**src/rtl/lenet_pkg.sv**
```systemverilog
// Shared LeNet constants: data widths, per-layer pooled-map geometry and the
// pool/cut-out FSM encoding.
package lenet_pkg;
   localparam int DATA_SIZE      = 8;
   localparam int HALFWORD_WIDTH = 16;
   localparam int KENNEL_SIZE    = 5;

   localparam int L1_OUT_DIM = 12;
   localparam int L1_SHIFT   = 4;
   localparam int L2_OUT_DIM = 4;
   localparam int L2_SHIFT   = 4;

   typedef enum logic {
      ST_IDLE = 1'b0,
      ST_RUN  = 1'b1
   } pool_state_t;
endpackage

```
**src/rtl/conv_pool_cutout_if.sv**
```systemverilog
// Bus between the convolutor front end and the pooling/cut-out stage.
interface conv_pool_cutout_if #(
   parameter int DATA_SIZE      = 8,
   parameter int HALFWORD_WIDTH = 16,
   parameter int ADDR_W         = 8
);
   logic                      start;
   logic                      covResVld;
   logic [HALFWORD_WIDTH-1:0] num1;
   logic [HALFWORD_WIDTH-1:0] num2;
   logic [HALFWORD_WIDTH-1:0] num3;
   logic [HALFWORD_WIDTH-1:0] num4;
   logic                      poolVld;
   logic [DATA_SIZE-1:0]      poolPix;
   logic [ADDR_W-1:0]         poolAddr;
   logic                      mapDone;
   logic                      busy;
   logic                      err;

   modport slave (
      input  start, covResVld, num1, num2, num3, num4,
      output poolVld, poolPix, poolAddr, mapDone, busy, err
   );

   modport master (
      output start, covResVld, num1, num2, num3, num4,
      input  poolVld, poolPix, poolAddr, mapDone, busy, err
   );
endinterface

```
**src/rtl/conv_pool_cutout_relu_cut_sat.sv**
```systemverilog
// Combinational ReLU, fixed-point rescale and saturation to a positive
// signed OUT_W-bit value; shared with the fully-connected stages.
module relu_cut_sat #(
   parameter int IN_W  = 16,
   parameter int OUT_W = 8,
   parameter int SHIFT = 4
) (
   input  logic [IN_W-1:0]  i_val,
   output logic [OUT_W-1:0] o_pix
);
   localparam logic [IN_W-1:0] SAT_MAX = IN_W'((1 << (OUT_W - 1)) - 1);

   logic [IN_W-1:0] w_relu;
   logic [IN_W-1:0] w_cut;

   // Clamp negatives, shift down, then clip to the largest positive code.
   always_comb begin
      w_relu = i_val;
      if (i_val[IN_W-1]) begin
         w_relu = '0;
      end else begin
         w_relu = i_val;
      end
      w_cut = $unsigned($signed(w_relu) >>> SHIFT);
      if (w_cut > SAT_MAX) begin
         o_pix = SAT_MAX[OUT_W-1:0];
      end else begin
         o_pix = w_cut[OUT_W-1:0];
      end
   end
endmodule

```
**src/rtl/conv_pool_cutout.sv**
```systemverilog
// 2x2 max-pool + ReLU/cut-out/saturate over groups of four conv sums, with
// raster addressing of the pooled map and a done pulse on its last pixel.
module conv_pool_cutout #(
   parameter int DATA_SIZE      = lenet_pkg::DATA_SIZE,
   parameter int HALFWORD_WIDTH = lenet_pkg::HALFWORD_WIDTH,
   parameter int OUT_DIM        = lenet_pkg::L1_OUT_DIM,
   parameter int SHIFT          = lenet_pkg::L1_SHIFT,
   parameter int ADDR_W         = 8
) (
   input logic               clk,
   input logic               rst,
   conv_pool_cutout_if.slave bus
);
   import lenet_pkg::*;

   localparam int MAP_PIX = OUT_DIM * OUT_DIM;
   localparam int CNT_W   = ADDR_W + 1;

   pool_state_t               r_state;
   pool_state_t               w_next_state;
   logic [CNT_W-1:0]          r_acc_cnt;
   logic                      w_accept;
   logic                      w_drop;
   logic [HALFWORD_WIDTH-1:0] w_max12;
   logic [HALFWORD_WIDTH-1:0] w_max34;
   logic [HALFWORD_WIDTH-1:0] w_max;
   logic [DATA_SIZE-1:0]      w_pix;

   logic                      r_s1_vld;
   logic [HALFWORD_WIDTH-1:0] r_s1_a;
   logic [HALFWORD_WIDTH-1:0] r_s1_b;
   logic [ADDR_W-1:0]         r_s1_addr;
   logic                      r_s1_last;

   logic                      r_pool_vld;
   logic [DATA_SIZE-1:0]      r_pool_pix;
   logic [ADDR_W-1:0]         r_pool_addr;
   logic                      r_map_done;
   logic                      r_busy;
   logic                      r_err;

   // Next-state: leave RUN in the cycle the done pulse is on the outputs.
   always_comb begin
      w_next_state = r_state;
      case (r_state)
         ST_IDLE: begin
            if (bus.start) w_next_state = ST_RUN;
            else           w_next_state = ST_IDLE;
         end
         ST_RUN: begin
            if (r_map_done) w_next_state = ST_IDLE;
            else            w_next_state = ST_RUN;
         end
         default: w_next_state = ST_IDLE;
      endcase
   end

   assign w_accept = bus.covResVld && (r_state == ST_RUN) && (r_acc_cnt < CNT_W'(MAP_PIX));
   assign w_drop   = bus.covResVld && !w_accept;
   assign w_max12  = ($signed(bus.num1) > $signed(bus.num2)) ? bus.num1 : bus.num2;
   assign w_max34  = ($signed(bus.num3) > $signed(bus.num4)) ? bus.num3 : bus.num4;
   assign w_max    = ($signed(r_s1_a) > $signed(r_s1_b)) ? r_s1_a : r_s1_b;

   relu_cut_sat #(
      .IN_W  (HALFWORD_WIDTH),
      .OUT_W (DATA_SIZE),
      .SHIFT (SHIFT)
   ) u_relu_cut_sat (
      .i_val (w_max),
      .o_pix (w_pix)
   );

   // FSM, accept counter, busy and sticky error.
   always_ff @(posedge clk) begin
      if (rst) begin
         r_state   <= ST_IDLE;
         r_acc_cnt <= '0;
         r_busy    <= 1'b0;
         r_err     <= 1'b0;
      end else begin
         r_state <= w_next_state;
         r_busy  <= (w_next_state == ST_RUN);
         r_err   <= r_err | w_drop;
         if ((r_state == ST_IDLE) && bus.start) begin
            r_acc_cnt <= '0;
         end else if (w_accept) begin
            r_acc_cnt <= r_acc_cnt + CNT_W'(1);
         end else begin
            r_acc_cnt <= r_acc_cnt;
         end
      end
   end

   // Stage 1: pairwise row maxima, address and last flag.
   always_ff @(posedge clk) begin
      if (rst) begin
         r_s1_vld  <= 1'b0;
         r_s1_a    <= '0;
         r_s1_b    <= '0;
         r_s1_addr <= '0;
         r_s1_last <= 1'b0;
      end else begin
         r_s1_vld <= w_accept;
         if (w_accept) begin
            r_s1_a    <= w_max12;
            r_s1_b    <= w_max34;
            r_s1_addr <= r_acc_cnt[ADDR_W-1:0];
            r_s1_last <= (r_acc_cnt == CNT_W'(MAP_PIX - 1));
         end else begin
            r_s1_a    <= r_s1_a;
            r_s1_b    <= r_s1_b;
            r_s1_addr <= r_s1_addr;
            r_s1_last <= r_s1_last;
         end
      end
   end

   // Stage 2: final max and cut-out; pixel/address hold while idle.
   always_ff @(posedge clk) begin
      if (rst) begin
         r_pool_vld  <= 1'b0;
         r_pool_pix  <= '0;
         r_pool_addr <= '0;
         r_map_done  <= 1'b0;
      end else begin
         r_pool_vld <= r_s1_vld;
         r_map_done <= r_s1_vld & r_s1_last;
         if (r_s1_vld) begin
            r_pool_pix  <= w_pix;
            r_pool_addr <= r_s1_addr;
         end else begin
            r_pool_pix  <= r_pool_pix;
            r_pool_addr <= r_pool_addr;
         end
      end
   end

   assign bus.poolVld  = r_pool_vld;
   assign bus.poolPix  = r_pool_pix;
   assign bus.poolAddr = r_pool_addr;
   assign bus.mapDone  = r_map_done;
   assign bus.busy     = r_busy;
   assign bus.err      = r_err;
endmodule

```
**src/flat_wrapper.sv**
```systemverilog
// flat-port wrapper written by rule: the top's interface ports become plain ports
module conv_pool_cutout_flat import lenet_pkg::*;
#(
   parameter int DATA_SIZE      = lenet_pkg::DATA_SIZE,
   parameter int HALFWORD_WIDTH = lenet_pkg::HALFWORD_WIDTH,
   parameter int OUT_DIM        = lenet_pkg::L1_OUT_DIM,
   parameter int SHIFT          = lenet_pkg::L1_SHIFT,
   parameter int ADDR_W         = 8
)
  (clk, rst, bus_start, bus_covResVld, bus_num1, bus_num2, bus_num3, bus_num4, bus_poolVld, bus_poolPix, bus_poolAddr, bus_mapDone, bus_busy, bus_err);
  conv_pool_cutout_if #(.DATA_SIZE(DATA_SIZE), .HALFWORD_WIDTH(HALFWORD_WIDTH), .ADDR_W(ADDR_W)) bus_i ();
  input logic clk;
  input logic rst;
  input wire logic [$bits(bus_i.start)-1:0] bus_start;
  input wire logic [$bits(bus_i.covResVld)-1:0] bus_covResVld;
  input wire logic [$bits(bus_i.num1)-1:0] bus_num1;
  input wire logic [$bits(bus_i.num2)-1:0] bus_num2;
  input wire logic [$bits(bus_i.num3)-1:0] bus_num3;
  input wire logic [$bits(bus_i.num4)-1:0] bus_num4;
  output wire logic [$bits(bus_i.poolVld)-1:0] bus_poolVld;
  output wire logic [$bits(bus_i.poolPix)-1:0] bus_poolPix;
  output wire logic [$bits(bus_i.poolAddr)-1:0] bus_poolAddr;
  output wire logic [$bits(bus_i.mapDone)-1:0] bus_mapDone;
  output wire logic [$bits(bus_i.busy)-1:0] bus_busy;
  output wire logic [$bits(bus_i.err)-1:0] bus_err;
  assign bus_i.start = bus_start;
  assign bus_i.covResVld = bus_covResVld;
  assign bus_i.num1 = bus_num1;
  assign bus_i.num2 = bus_num2;
  assign bus_i.num3 = bus_num3;
  assign bus_i.num4 = bus_num4;
  assign bus_poolVld = bus_i.poolVld;
  assign bus_poolPix = bus_i.poolPix;
  assign bus_poolAddr = bus_i.poolAddr;
  assign bus_mapDone = bus_i.mapDone;
  assign bus_busy = bus_i.busy;
  assign bus_err = bus_i.err;
  conv_pool_cutout #(.DATA_SIZE(DATA_SIZE), .HALFWORD_WIDTH(HALFWORD_WIDTH), .OUT_DIM(OUT_DIM), .SHIFT(SHIFT), .ADDR_W(ADDR_W)) u_core (.clk(clk), .rst(rst), .bus(bus_i));
endmodule
```
**config.mk**
```make
export PLATFORM = sky130hd
export DESIGN_NAME = conv_pool_cutout_flat
export DESIGN_NICKNAME = d
export VERILOG_FILES = /design/src/rtl/lenet_pkg.sv /design/src/rtl/conv_pool_cutout_if.sv /design/src/rtl/conv_pool_cutout_relu_cut_sat.sv /design/src/rtl/conv_pool_cutout.sv /design/src/flat_wrapper.sv
export SDC_FILE = /design/constraint.sdc
export NUM_CORES = 1
export LEC_CHECK = 0
export CORE_MARGIN = 4
export CORE_UTILIZATION = 30
export DETAILED_ROUTE_END_ITERATION = 16
export HOLD_SLACK_MARGIN = 0.02
export SETUP_SLACK_MARGIN = 0.15
export SYNTH_ARGS = -nofsm -noshare
export SYNTH_HDL_FRONTEND = slang
export SYNTH_SLANG_ARGS = --single-unit
```
**constraint.sdc**
```tcl
create_clock -name clk -period 2.4 [get_ports clk]
set_input_delay 0.36 -clock clk [delete_from_list [all_inputs] [get_ports clk]]
set_output_delay 0.36 -clock clk [all_outputs]
set_load 0.01 [all_outputs]
```
## Word-level counts from Yosys, hierarchy flattened

Index checks and enable logic that the tools add are counted.
Widths: inputs -> output; s select.

| storage, ports and cells | value |
|---|---|
| flip-flop bits (word level) | 71 |
| input port bits | 68 |
| output and inout port bits | 20 |
| logic and storage cells | 36 |

| operators by class | value |
|---|---|
| add/subtract/negate cells | 1 |
| magnitude comparators | 5 |
| equality and inequality tests | 1 |
| multiplexer cells | 8 |
| bitwise operators | 3 |
| reduce and logical (&&, ||, !) cells | 6 |

Operator list:

| operator | count |
|---|---|
| $gt 16x16->1 | 3 |
| $mux 16 | 3 |
| $gt 16x7->1 const B | 1 |
| $mux 15 | 1 |
| $add 9x1->9 const B | 1 |
| $eq 9x8->1 const B | 1 |
| $lt 9x8->1 const B | 1 |
| $mux 8 | 1 |
| $logic_and 1x1->1 | 4 |
| $mux 1 | 2 |
| $pmux 1 s2 | 1 |
| $reduce_or 2->1 | 1 |
| $and 1x1->1 | 1 |
| $logic_not 1->1 | 1 |
| $not 1->1 | 1 |
| $or 1x1->1 | 1 |

## Longest topological paths before layout

| logic depth | value |
|---|---|
| depth in word-level cells | 5 |
| depth in mapped cells | 10 |
| mapped depth without buffers | 8 |

## Modules after synthesis

A second synthesis with hierarchy kept.

| second synthesis, totals | value |
|---|---|
| cells, all modules | 557 |
| area, all modules | 4611.9 um2 |

By module, submodules not included:

| module | instances | cells each | area each (um2) | sequential area each (um2) |
|---|---|---|---|---|
| conv_pool_cutout | 1 | 540 | 4518.1 | 1421.4 |
| relu_cut_sat | 1 | 17 | 93.8 | 0.0 |

## Least setup slack after synthesis

No wires, ideal clock.

| path | value |
|---|---|
| kind | input port to flip-flop |
| start | input bus_num4[15] |
| end | register u_core.r_s1_b[10] |
| library setup time | 128 ps |
| arrival | 2092 ps |
| required time | 2272 ps |
| setup slack | 181 ps |
| stages on the path | 10 |
| buffers on the path | 2 |
| cells stage by stage | inv_1 -> ha_1 -> nand4_1 -> o22ai_1 -> or4_1 -> o221a_1 -> buf_6 -> buf_12 -> mux2i_1 -> o21ai_1 |

| between the ends | value |
|---|---|
| cells in the longest elaborated chain, start to end | 2 |

Ends and longest elaborated chain:

| item | RTL line | source |
|---|---|---|
| start: declaration | flat_wrapper.sv:19 | `input wire logic [$bits(bus_i.num4)-1:0] bus_num4;` |
| $gt 16x16->1 | conv_pool_cutout.sv:61 | `assign w_max34 = ($signed(bus.num3) > $signed(bus.num4)) ? bus.num3 : bus.num4;` |
| $mux 16 | conv_pool_cutout.sv:61 |  |
| end signal: assignment | conv_pool_cutout.sv:106 | `r_s1_b <= w_max34;` |
| end signal: assignment | conv_pool_cutout.sv:111 | `r_s1_b <= r_s1_b;` |
| end: declaration | conv_pool_cutout.sv:31 | `logic [HALFWORD_WIDTH-1:0] r_s1_b;` |

No other way between the ends.
A chain may end at the register's enable or synchronous reset.

## Worst setup path in the final report

| path | value |
|---|---|
| start | input bus_num2[13] |
| end | register u_core.r_s1_a[5] |

| between the ends | value |
|---|---|
| cells in the longest elaborated chain, start to end | 2 |

Ends and longest elaborated chain:

| item | RTL line | source |
|---|---|---|
| start: declaration | flat_wrapper.sv:17 | `input wire logic [$bits(bus_i.num2)-1:0] bus_num2;` |
| $gt 16x16->1 | conv_pool_cutout.sv:60 | `assign w_max12 = ($signed(bus.num1) > $signed(bus.num2)) ? bus.num1 : bus.num2;` |
| $mux 16 | conv_pool_cutout.sv:60 |  |
| end signal: assignment | conv_pool_cutout.sv:105 | `r_s1_a <= w_max12;` |
| end signal: assignment | conv_pool_cutout.sv:110 | `r_s1_a <= r_s1_a;` |
| end: declaration | conv_pool_cutout.sv:30 | `logic [HALFWORD_WIDTH-1:0] r_s1_a;` |

No other way between the ends.

==> metrics list <==
* HPWL after detailed placement: 9.44 mm
- Final clock skew: 0.00673 ns
- During synthesis, Yosys emitted a total of 0 warnings.
* CTS tree: yes
* Top-count cell post-synth: sky130_fd_sc_hd__nand2_1
- Summing the areas of all fa, ha and maj instances in the mapped netlist gives 14.1% of the synthesized area.
- Summing the areas of all and, or, nand and nor instances in the mapped netlist gives 19.6% of the synthesized area.
- Slew Limit Fails: 0
* Aggregate global routing overflow: 0
- Counting flops and latches in the post-synthesis netlist gives 71.
- Max Root-Sink Buffers: 2
* Mean instance size in the synthesized netlist: 8.21 um^2
* Vias in the first global route: 4263
- STA classifies the critical path startpoint as a primary input.
- Worst path setup slack after routing: 0.158 ns
- Reg2Reg Launch Point: u_core.r_s1_b[5]
- Pin count of the biggest net entering global routing: 40
- Based on the critical path, the design can be clocked at up to 446 MHz.
- Number of synthesized flops with an enable pin: 0
* Proportion of synthesized area in mux cells: 7.58%
* Number of cells on the worst hold path: 2
- Total of endpoints with negative setup slack in the final report: 0
* Register clock-pin slew on the reported worst setup and hold paths: 0.05 ns
- Die width: 129 um
- Leakage power total: 0.00293 uW
- The count of nets left with antenna violations once routing finished came out at 0.
- Final hold violation count: 0
* Worst Tran Pin Value: 0.861 ns
* Post-route DRC: 0
- The biggest area contributor in the post-synthesis netlist is sky130_fd_sc_hd__dfxtp_1.
* Number of nets produced by synthesis: 648
- Of all nets on the critical path, the largest fanout is 7.
- Worst hold slack after final layout: 0.432 ns
- Input and output buffers added on the ports amount to 87.
* Type of the worst setup path: primary input to flip-flop
- The die covers 16500 um^2.
- Data on the critical path is required at its endpoint by 2.60 ns.
- The top cell type by area accounts for 32.6% of the synthesized area.
- Prior to clock tree synthesis, the placed netlist has a worst setup slack of -0.482 ns.
* Std cell rows: 43
- Crit. End Element: flip-flop
* Final net count: 801
- 88 I/O pins were placed.
- Number of cell instances on the worst register-to-register path: 9
- Tot GR Track Use: 14.8%
- Mean routed wirelength per cell: 14.4 um
- Setup repair after global routing missed its margin: yes
* Ranking of synthesized cells by instance count: sky130_fd_sc_hd__nand2_1 (81), sky130_fd_sc_hd__dfxtp_1 (71), sky130_fd_sc_hd__inv_1 (55)
- Number of library cell types mapped by synthesis: 47
- The total area inside the core boundary comes to 14000 um^2.
* Total power: 3390 uW
- Number of max-cap violations: 0
- IR analysis of the VDD net gives a maximum drop of 0.341 mV.
- The first routing iteration left 184 violations.
- Buffer type at the clock tree root: sky130_fd_sc_hd__clkbuf_16
* Proportion of register bits with asynchronous set or reset after synthesis: 0%
- By area, the combinational part of the netlist is dominated by simple AND/OR/NAND/NOR gates.
* Run status: completed
- Power spread over the standard cell area amounts to 513 nW/um^2.
* Count of non-filler cells in the finished layout: 867
* First-pass GRT wire length: 19.9 mm
* Antenna violations before repair: 0
* Tightest Hold Check Type: flip-flop to flip-flop
* Clk sinks: 71
- Measured against its own limit, the worst slew margin works out to 42.6%.
- The worst hold path terminates at u_core.r_acc_cnt[8].
- Register-to-Register Setup Slack: 0.25 ns
- Number of instances in the synthesized netlist: 531
* Post-cts hold buffer count: 0
- In the post-synthesis netlist, the biggest area contributors are sky130_fd_sc_hd__dfxtp_1 (33%), sky130_fd_sc_hd__ha_1 (14%), sky130_fd_sc_hd__nand2_1 (7.0%).
- The smallest clock period supported by the final layout is computed as 2.24 ns.
- Sequential elements use 32.6% of the synthesized area.
* Area delta synth->final: 51.6%
* Cell Area, Synth: 4360 um^2
- Vias: 4217
* DRT Pass-1 Iters: 4
- Once placement completed, the tool counted placed cells totaling 841.
* Final wirelength: 12.5 mm
- The H-tree generated during clock tree synthesis spans 3 levels.
- The repair_antennas step left the layout with diodes totalling 0.
- Effective utilization at floorplan: 31.0%
* Y dimension of the die: 129 um
* Endpoint of the worst register-to-register path: u_core.bus.poolPix[3]
* Number of buffers created by CTS: 9
* Parity-gate share of the synthesized area counting xor and xnor cells: 1.21%
- GP Congestion: 0.911
* Startpoint of the most critical hold path: u_core.r_acc_cnt[8]
* Primary FF master, synth: sky130_fd_sc_hd__dfxtp_1
- Clock Latency Late Sink: 0.33 ns
- The synthesized netlist devotes 17.5% of its cell area to compound gates.
- Of the cells placed in the final design, the portion with a size suffix greater than 1 is 22.0%.
- Using the TritonRoute via totals, the vias-per-cell ratio works out to 4.86.
- Share of the cycle needed by the critical path after routing: 93.4%
- Arrival time at the worst endpoint: 2.45 ns
final cells by class:
cell class	count	area, um^2
clock buffer	13	260
clock inverter	1	5.00
fill	1346	7430
inverter	55	206
multi-input combinational	382	2950
sequential	71	1430
tap	180	225
timing repair buffer	165	1540
critical path, stage by stage:
cell and delay, ns:
sky130_fd_sc_hd__clkdlybuf4s50_1 0.45, sky130_fd_sc_hd__inv_1 0.07, sky130_fd_sc_hd__ha_4 0.25, sky130_fd_sc_hd__a21o_1 0.18
sky130_fd_sc_hd__a21oi_2 0.18, sky130_fd_sc_hd__nand2_1 0.10, sky130_fd_sc_hd__or3_4 0.38, sky130_fd_sc_hd__buf_6 0.15
sky130_fd_sc_hd__o211ai_1 0.19, sky130_fd_sc_hd__o211ai_1 0.12
report_power, final:
part | switching [uW] | internal [uW]
sequential | 36.3 | 1230
combinational | 435 | 493
clock | 459 | 742
total | 930 | 2460
through the flow:
| step | TNS (ns) | util, % | cell area (um^2) |
|---|---|---|---|
| floorplan | 0 | - | 4360 |
| global placement | -9.14 | 41.7 | 5850 |
| detailed placement | -11.26 | 41.7 | 5850 |
| CTS | 0 | 44.9 | 6300 |
| global route | 0 | 47.1 | 6610 |
| finish | 0 | 47.1 | 6610 |
cell usage in the layout, fill, tap and decap left out, drive strengths merged, types with 4 or more instances in the layout:
cell and count:
a21o 7, a21oi 25, buf 78, clkbuf 13
clkdlybuf4s50 57, dfxtp 71, dlygate4sd2 14, dlymetal6s2s 16
ha 49, inv 55, mux2 8, mux2i 24
nand2 81, nand2b 4, nand4 12, nor2 32
nor3 5, nor3b 15, o211ai 33, o21ai 33
or3 17
worst max path at each step:
| stage | endpoint | startpoint | cells past startpoint |
|---|---|---|---|
| finish | u_core.r_s1_a[5] | bus_num2[13] | 10 |
| global route | u_core.r_s1_a[5] | bus_num2[13] | 10 |
| CTS | u_core.bus.poolPix[3] | u_core.r_s1_b[7] | 8 |
| detailed placement | u_core.r_s1_b[0] | bus_num4[15] | 11 |
| global placement | u_core.r_s1_b[15] | bus_num4[15] | 10 |
| floorplan | u_core.r_s1_b[10] | bus_num4[15] | 10 |
sequential cells by signal, summed over array words and instances (netlist names):
register and flops:
u_core.r_s1_addr 8, u_core.r_state 1, u_core.r_s1_b 16, u_core.r_s1_vld 1, u_core.bus.err 1, u_core.bus.mapDone 1
u_core.r_acc_cnt 9, u_core.bus.poolAddr 8, u_core.bus.poolVld 1, u_core.r_s1_last 1, u_core.bus.poolPix 8, u_core.r_s1_a 16
logic make-up (layout without fill, tap and decap cells):
kind of cell             after synthesis  after routing
multiplexers                          32             32
buffers and inverters                 79            234
flip-flops                            71             71
adder cells (fa/ha/maj)               49             49
XOR/XNOR                               6              6
AO/OA/AOI/OAI                        115            116
AND/OR/NAND/NOR                      179            179
routing by layer:
metal | GRT usage [%] | routed length (um)
met5 | 0 | 0
met4 | 5.81 | 337
met3 | 3.20 | 465
met2 | 24.1 | 5990
met1 | 19.0 | 5690
repair_timing:
| action | 4_1_cts | 5_1_grt |
|---|---|---|
| pin swaps | 19 | 30 |
| gates resized for setup | 46 | 50 |
| setup buffers | 1 | 7 |
| hold endpoints to repair | 0 | 0 |
| cloned | 1 | 3 |
| setup endpoints to repair | 39 | 39 |
Power figures use the tool's default switching activity.
==> RTL edit 1, RTL diff (config.mk and constraints unchanged) <==
`DATA_SIZE` is set to 8 in 2 places; all go to 16.
--- a/src/rtl/lenet_pkg.sv
+++ b/src/rtl/lenet_pkg.sv
@@ -3,3 +3,3 @@
 package lenet_pkg;
-   localparam int DATA_SIZE      = 8;
+   localparam int DATA_SIZE      = 16;
    localparam int HALFWORD_WIDTH = 16;
--- a/src/rtl/conv_pool_cutout_if.sv
+++ b/src/rtl/conv_pool_cutout_if.sv
@@ -2,3 +2,3 @@
 interface conv_pool_cutout_if #(
-   parameter int DATA_SIZE      = 8,
+   parameter int DATA_SIZE      = 16,
    parameter int HALFWORD_WIDTH = 16,
Ports: changed (resized bus_poolPix); port bits go from 88 to 96. No check against the original RTL was run, so the function may have changed too.
==> RTL edit 1 against the original RTL <==
Largest power group is now the clock network; die area is 0.99% lower; routed wire length increased by 7.0%; area after synthesis is 1.1% lower; sequential share of layout area down 0.39 points; clock skew hardly changed; combinational power increased by 21%; global-route usage grew 0.88 points; design area up 6.6%; sequential cell count increased by 3; worst setup slack gained 0.037 ns; power rose by 15%.
==> RTL edit 1: results (changes against the original RTL) <==
Leakage 2.99 nW (+2.1%); worst r2r src u_core.r_s1_b[7]; met1 usage 0.179 (-0.0111); sequential share of power 0.336 (-0.036); Hold Path Cell Cnt 3 (+1); post-synth cell types 48 (+2.1%); share of layout cells above drive strength 1 0.313 (+0.0937); critical path fanouts, max 5 (-2); Avg Inst Size Synth 8.26 sq um (+0.64%); pin count of the biggest net entering global routing 32 (-20%); first-pass GRT wire length 20800 microns (+4.3%); routed len/inst 15.4 microns (+6.8%); vias in the first global route 4530 (+6.3%); origin of the worst min-delay path bus_num4[0]; routability cong. 0.794 (-13%); Routed met2 length 7100 microns (+19%); R2R Setup Slk 0.21 ns (-0.04 ns); post_cts resized 49 (+6.5%); status completed; hold_ws 0.396 ns (-0.0362 ns); Comb pwr share 0.286 (+0.013); reg2reg end u_core.bus.poolPix[8]; Non-Filler Instances 869 (+0.23%); Sw Share 0.284 (+0.00947); M1 wire length 5670 microns (-0.35%); drt initial violations 203 (+10%); Biggest consumer the clock network; Rel. slew slack 0.197 (-0.229); Hold Path Class in -> reg; Setup Fix Bufs, Post-CTS 4 (+3); Critical Path AT 2.42 ns (-0.03 ns); HPWL after DPL 9670 microns (+2.4%); WHS Endpoint u_core.r_s1_b[0]; sequential area share after synthesis 0.343 (+0.0174); clock skew 0.00627 ns (-0.000461 ns); worst vdd ir 0.300 mV (-12%); routed via count 4429 (+5.0%); top cells by area, synth dfxtp_1 34%, ha_1 14%, inv_1 4.9%; GRT Total Usage 0.156 (+0.00882); met3 Usage GRT 0.0421 (+0.0101); Setup WS pre-CTS -0.491 ns (-0.00894 ns); worst setup path startpoint bus_num2[5]; Synth top cells by count 74 x dfxtp_1, 56 x inv_1, 49 x ha_1; placed inst area 5870 sq um (+0.36%); CP top delay family compound AO/OA/AOI/OAI gates; fmax 0.454 GHz (+1.7%); pwr dens 556 nW/um^2 (+8.3%); Global Route met2 Usage 0.285 (+0.0441); total length of routed met3 wires 506 microns (+8.8%)
[RTL edit 1: changes by cell type after synthesis, moves of 17 or more]
cell      change
nand3_1      +26
nand2_1      -34
o211ai_1     -18
nor4_1       +17
[RTL edit 1: cells by family after synthesis]
| logic type | Yosys count | synth area share |
|---|---|---|
| AO/OA/AOI/OAI | 114 | 0.194 |
| XOR/XNOR | 5 | 0.0102 |
| flip-flops | 74 | 0.343 |
| adder cells (fa/ha/maj) | 49 | 0.142 |
| AND/OR/NAND/NOR | 176 | 0.196 |
| multiplexers | 9 | 0.0209 |
| other | 1 | 0.000869 |
| buffers and inverters | 94 | 0.0925 |
[RTL edit 1: final cells by class]
cell class                      instances  area, sq um
Clock buffer                           11          253
Clock inverter                          5         85.1
Fill cell                            1309         6940
Inverter                               56          210
Multi-Input combinational cell        360         3060
Sequential cell                        74         1490
Tap cell                              180          225
Timing Repair Buffer                  183         1720
==> RTL edit 2, RTL diff (config.mk and constraints unchanged) <==
Made on the original files. Make the reset (`rst`) asynchronous in 3 clocked blocks.
--- a/src/rtl/conv_pool_cutout.sv
+++ b/src/rtl/conv_pool_cutout.sv
@@ -73,3 +73,3 @@
    // FSM, accept counter, busy and sticky error.
-   always_ff @(posedge clk) begin
+   always_ff @(posedge clk or posedge rst) begin
       if (rst) begin
@@ -94,3 +94,3 @@
    // Stage 1: pairwise row maxima, address and last flag.
-   always_ff @(posedge clk) begin
+   always_ff @(posedge clk or posedge rst) begin
       if (rst) begin
@@ -118,3 +118,3 @@
    // Stage 2: final max and cut-out; pixel/address hold while idle.
-   always_ff @(posedge clk) begin
+   always_ff @(posedge clk or posedge rst) begin
       if (rst) begin
Function: differs if rst is asserted again (counterexample within 4 cycles, from zero or initial values and one cycle with rst high); with rst held inactive, the same outputs for 10 cycles.
==> RTL edit 2 against the original RTL <==
Sequential cell count unchanged; critical path depth unchanged; non-clock buffer count increased by 19; first-iteration DRC count increased by 12%; worst setup slack worse by 0.040 ns; clock skew down 0.0026 ns; hold slack worse by 0.084 ns; routed wire length increased by 9.8%; design area rose by 8.8%; area after synthesis is 6.0% higher.
Power is not compared: it rests on default switching activity, and its combinational part moved more than twofold at a synthesized area within 25%.
==> RTL edit 2: results (changes against the original RTL) <==
routed via count 4456 (+5.7%); worst-margin pin slew 0.697 ns (-0.164 ns); Async SR Flop Fraction 1.00 (+1.00); top cells by area, synth dfrtp_1 38%, ha_1 13%, nand2_1 7.8%; Synth Flop Type dfrtp_1; post-synth cell types 52 (+11%); routability cong. 0.917 (+0.67%); Synth Area in Adders 0.133 (-0.00792); first-pass GRT wire length 23200 microns (+16%); hold_ws 0.348 ns (-0.0840 ns); Setup WS pre-CTS -0.602 ns (-0.120 ns); share of layout cells above drive strength 1 0.328 (+0.108); Fillers 1401 (+4.1%); HPWL after DPL 10100 microns (+6.7%); WHS Endpoint u_core.r_s1_a[4]; GRT Total Usage 0.158 (+0.0103); worst r2r path cells 10 (+1); Util after Layout 0.475 (+0.00412); Hold Path Class in -> reg; Yosys warnings 0 (unchanged); worst setup path startpoint u_core.r_s1_b[15]; Syn Nets 631 (-2.6%); mux cell area share after synthesis 0.0366 (-0.0392); CP max stage delay 0.38 ns (-0.07 ns); Hold Path Cell Cnt 3 (+1); met3 Usage GRT 0.0263 (-0.00563); worst setup margin 0.118 ns (-0.0399 ns); Avg Inst Size Synth 8.99 sq um (+9.5%); origin of the worst min-delay path bus_num2[4]; sequential area share after synthesis 0.385 (+0.0586); Tot Pwr slightly below 5 mW; routed len/inst 15.6 microns (+8.6%); pin count of the biggest net entering global routing 72 (+80%); slowest stage cell, crit path dfrtp_1; Critical Path AT 2.50 ns (+0.05 ns); clock skew 0.00418 ns (-0.00255 ns); status completed; Setup Fix Bufs, Post-CTS 15 (+14); vias in the first global route 4824 (+13%); Synth Area in Compound Gates 0.176 (+0.000986); drt initial violations 206 (+12%); Synth Area in XOR/XNOR 0.00948 (-0.00258); clock-net power 1.28 mW; Routed WL 13700 microns (+9.8%); placed inst area 6360 sq um (+8.7%); Power Sequential 1.72 mW; main combinational cell family by area after synthesis simple AND/OR/NAND/NOR gates; Crit Path Category reg -> reg; reg2reg end u_core.bus.poolPix[1]; worst vdd ir 0.422 mV; Global Route met2 Usage 0.281 (+0.0399); DRT Pass-1 Iters 4 (unchanged); placed insts 838 (-0.36%); met1 usage 0.195 (+0.00515); nets 801 (unchanged); post_cts resized 94 (+100%); Synth top cells by count 96 x nand2_1, 71 x dfrtp_1, 50 x inv_1
-- RTL edit 2: worst max-delay path: cells and delay by family (launching register included) --
| family | cells | cell delay, ns |
|---|---|---|
| DFF | 1 | 0.38 |
| AOI/OAI and AO/OA | 3 | 0.49 |
| and+or+nand+nor | 2 | 0.30 |
| muxes | 1 | 0.30 |
| adders and majority gates | 1 | 0.30 |
| buffers and inverters | 3 | 0.40 |
-- RTL edit 2: per-layer routing --
layer | routed length, microns | vias to the layer above
met3 | 488 | 26
met1 | 5950 | 2140
met5 | 0 | -
met2 | 6960 | 111
met4 | 310 | 0
li1 | - | 2179
-- RTL edit 2: final cells by class --
type | instances | share of cell area
multi-input cells | 367 | 0.424
flip-flops and latches | 71 | 0.247
clock buffers | 9 | 0.0313
clock inverters | 7 | 0.00852
well taps | 188 | 0.0327
inverters | 51 | 0.0301
repair buffers | 184 | 0.227
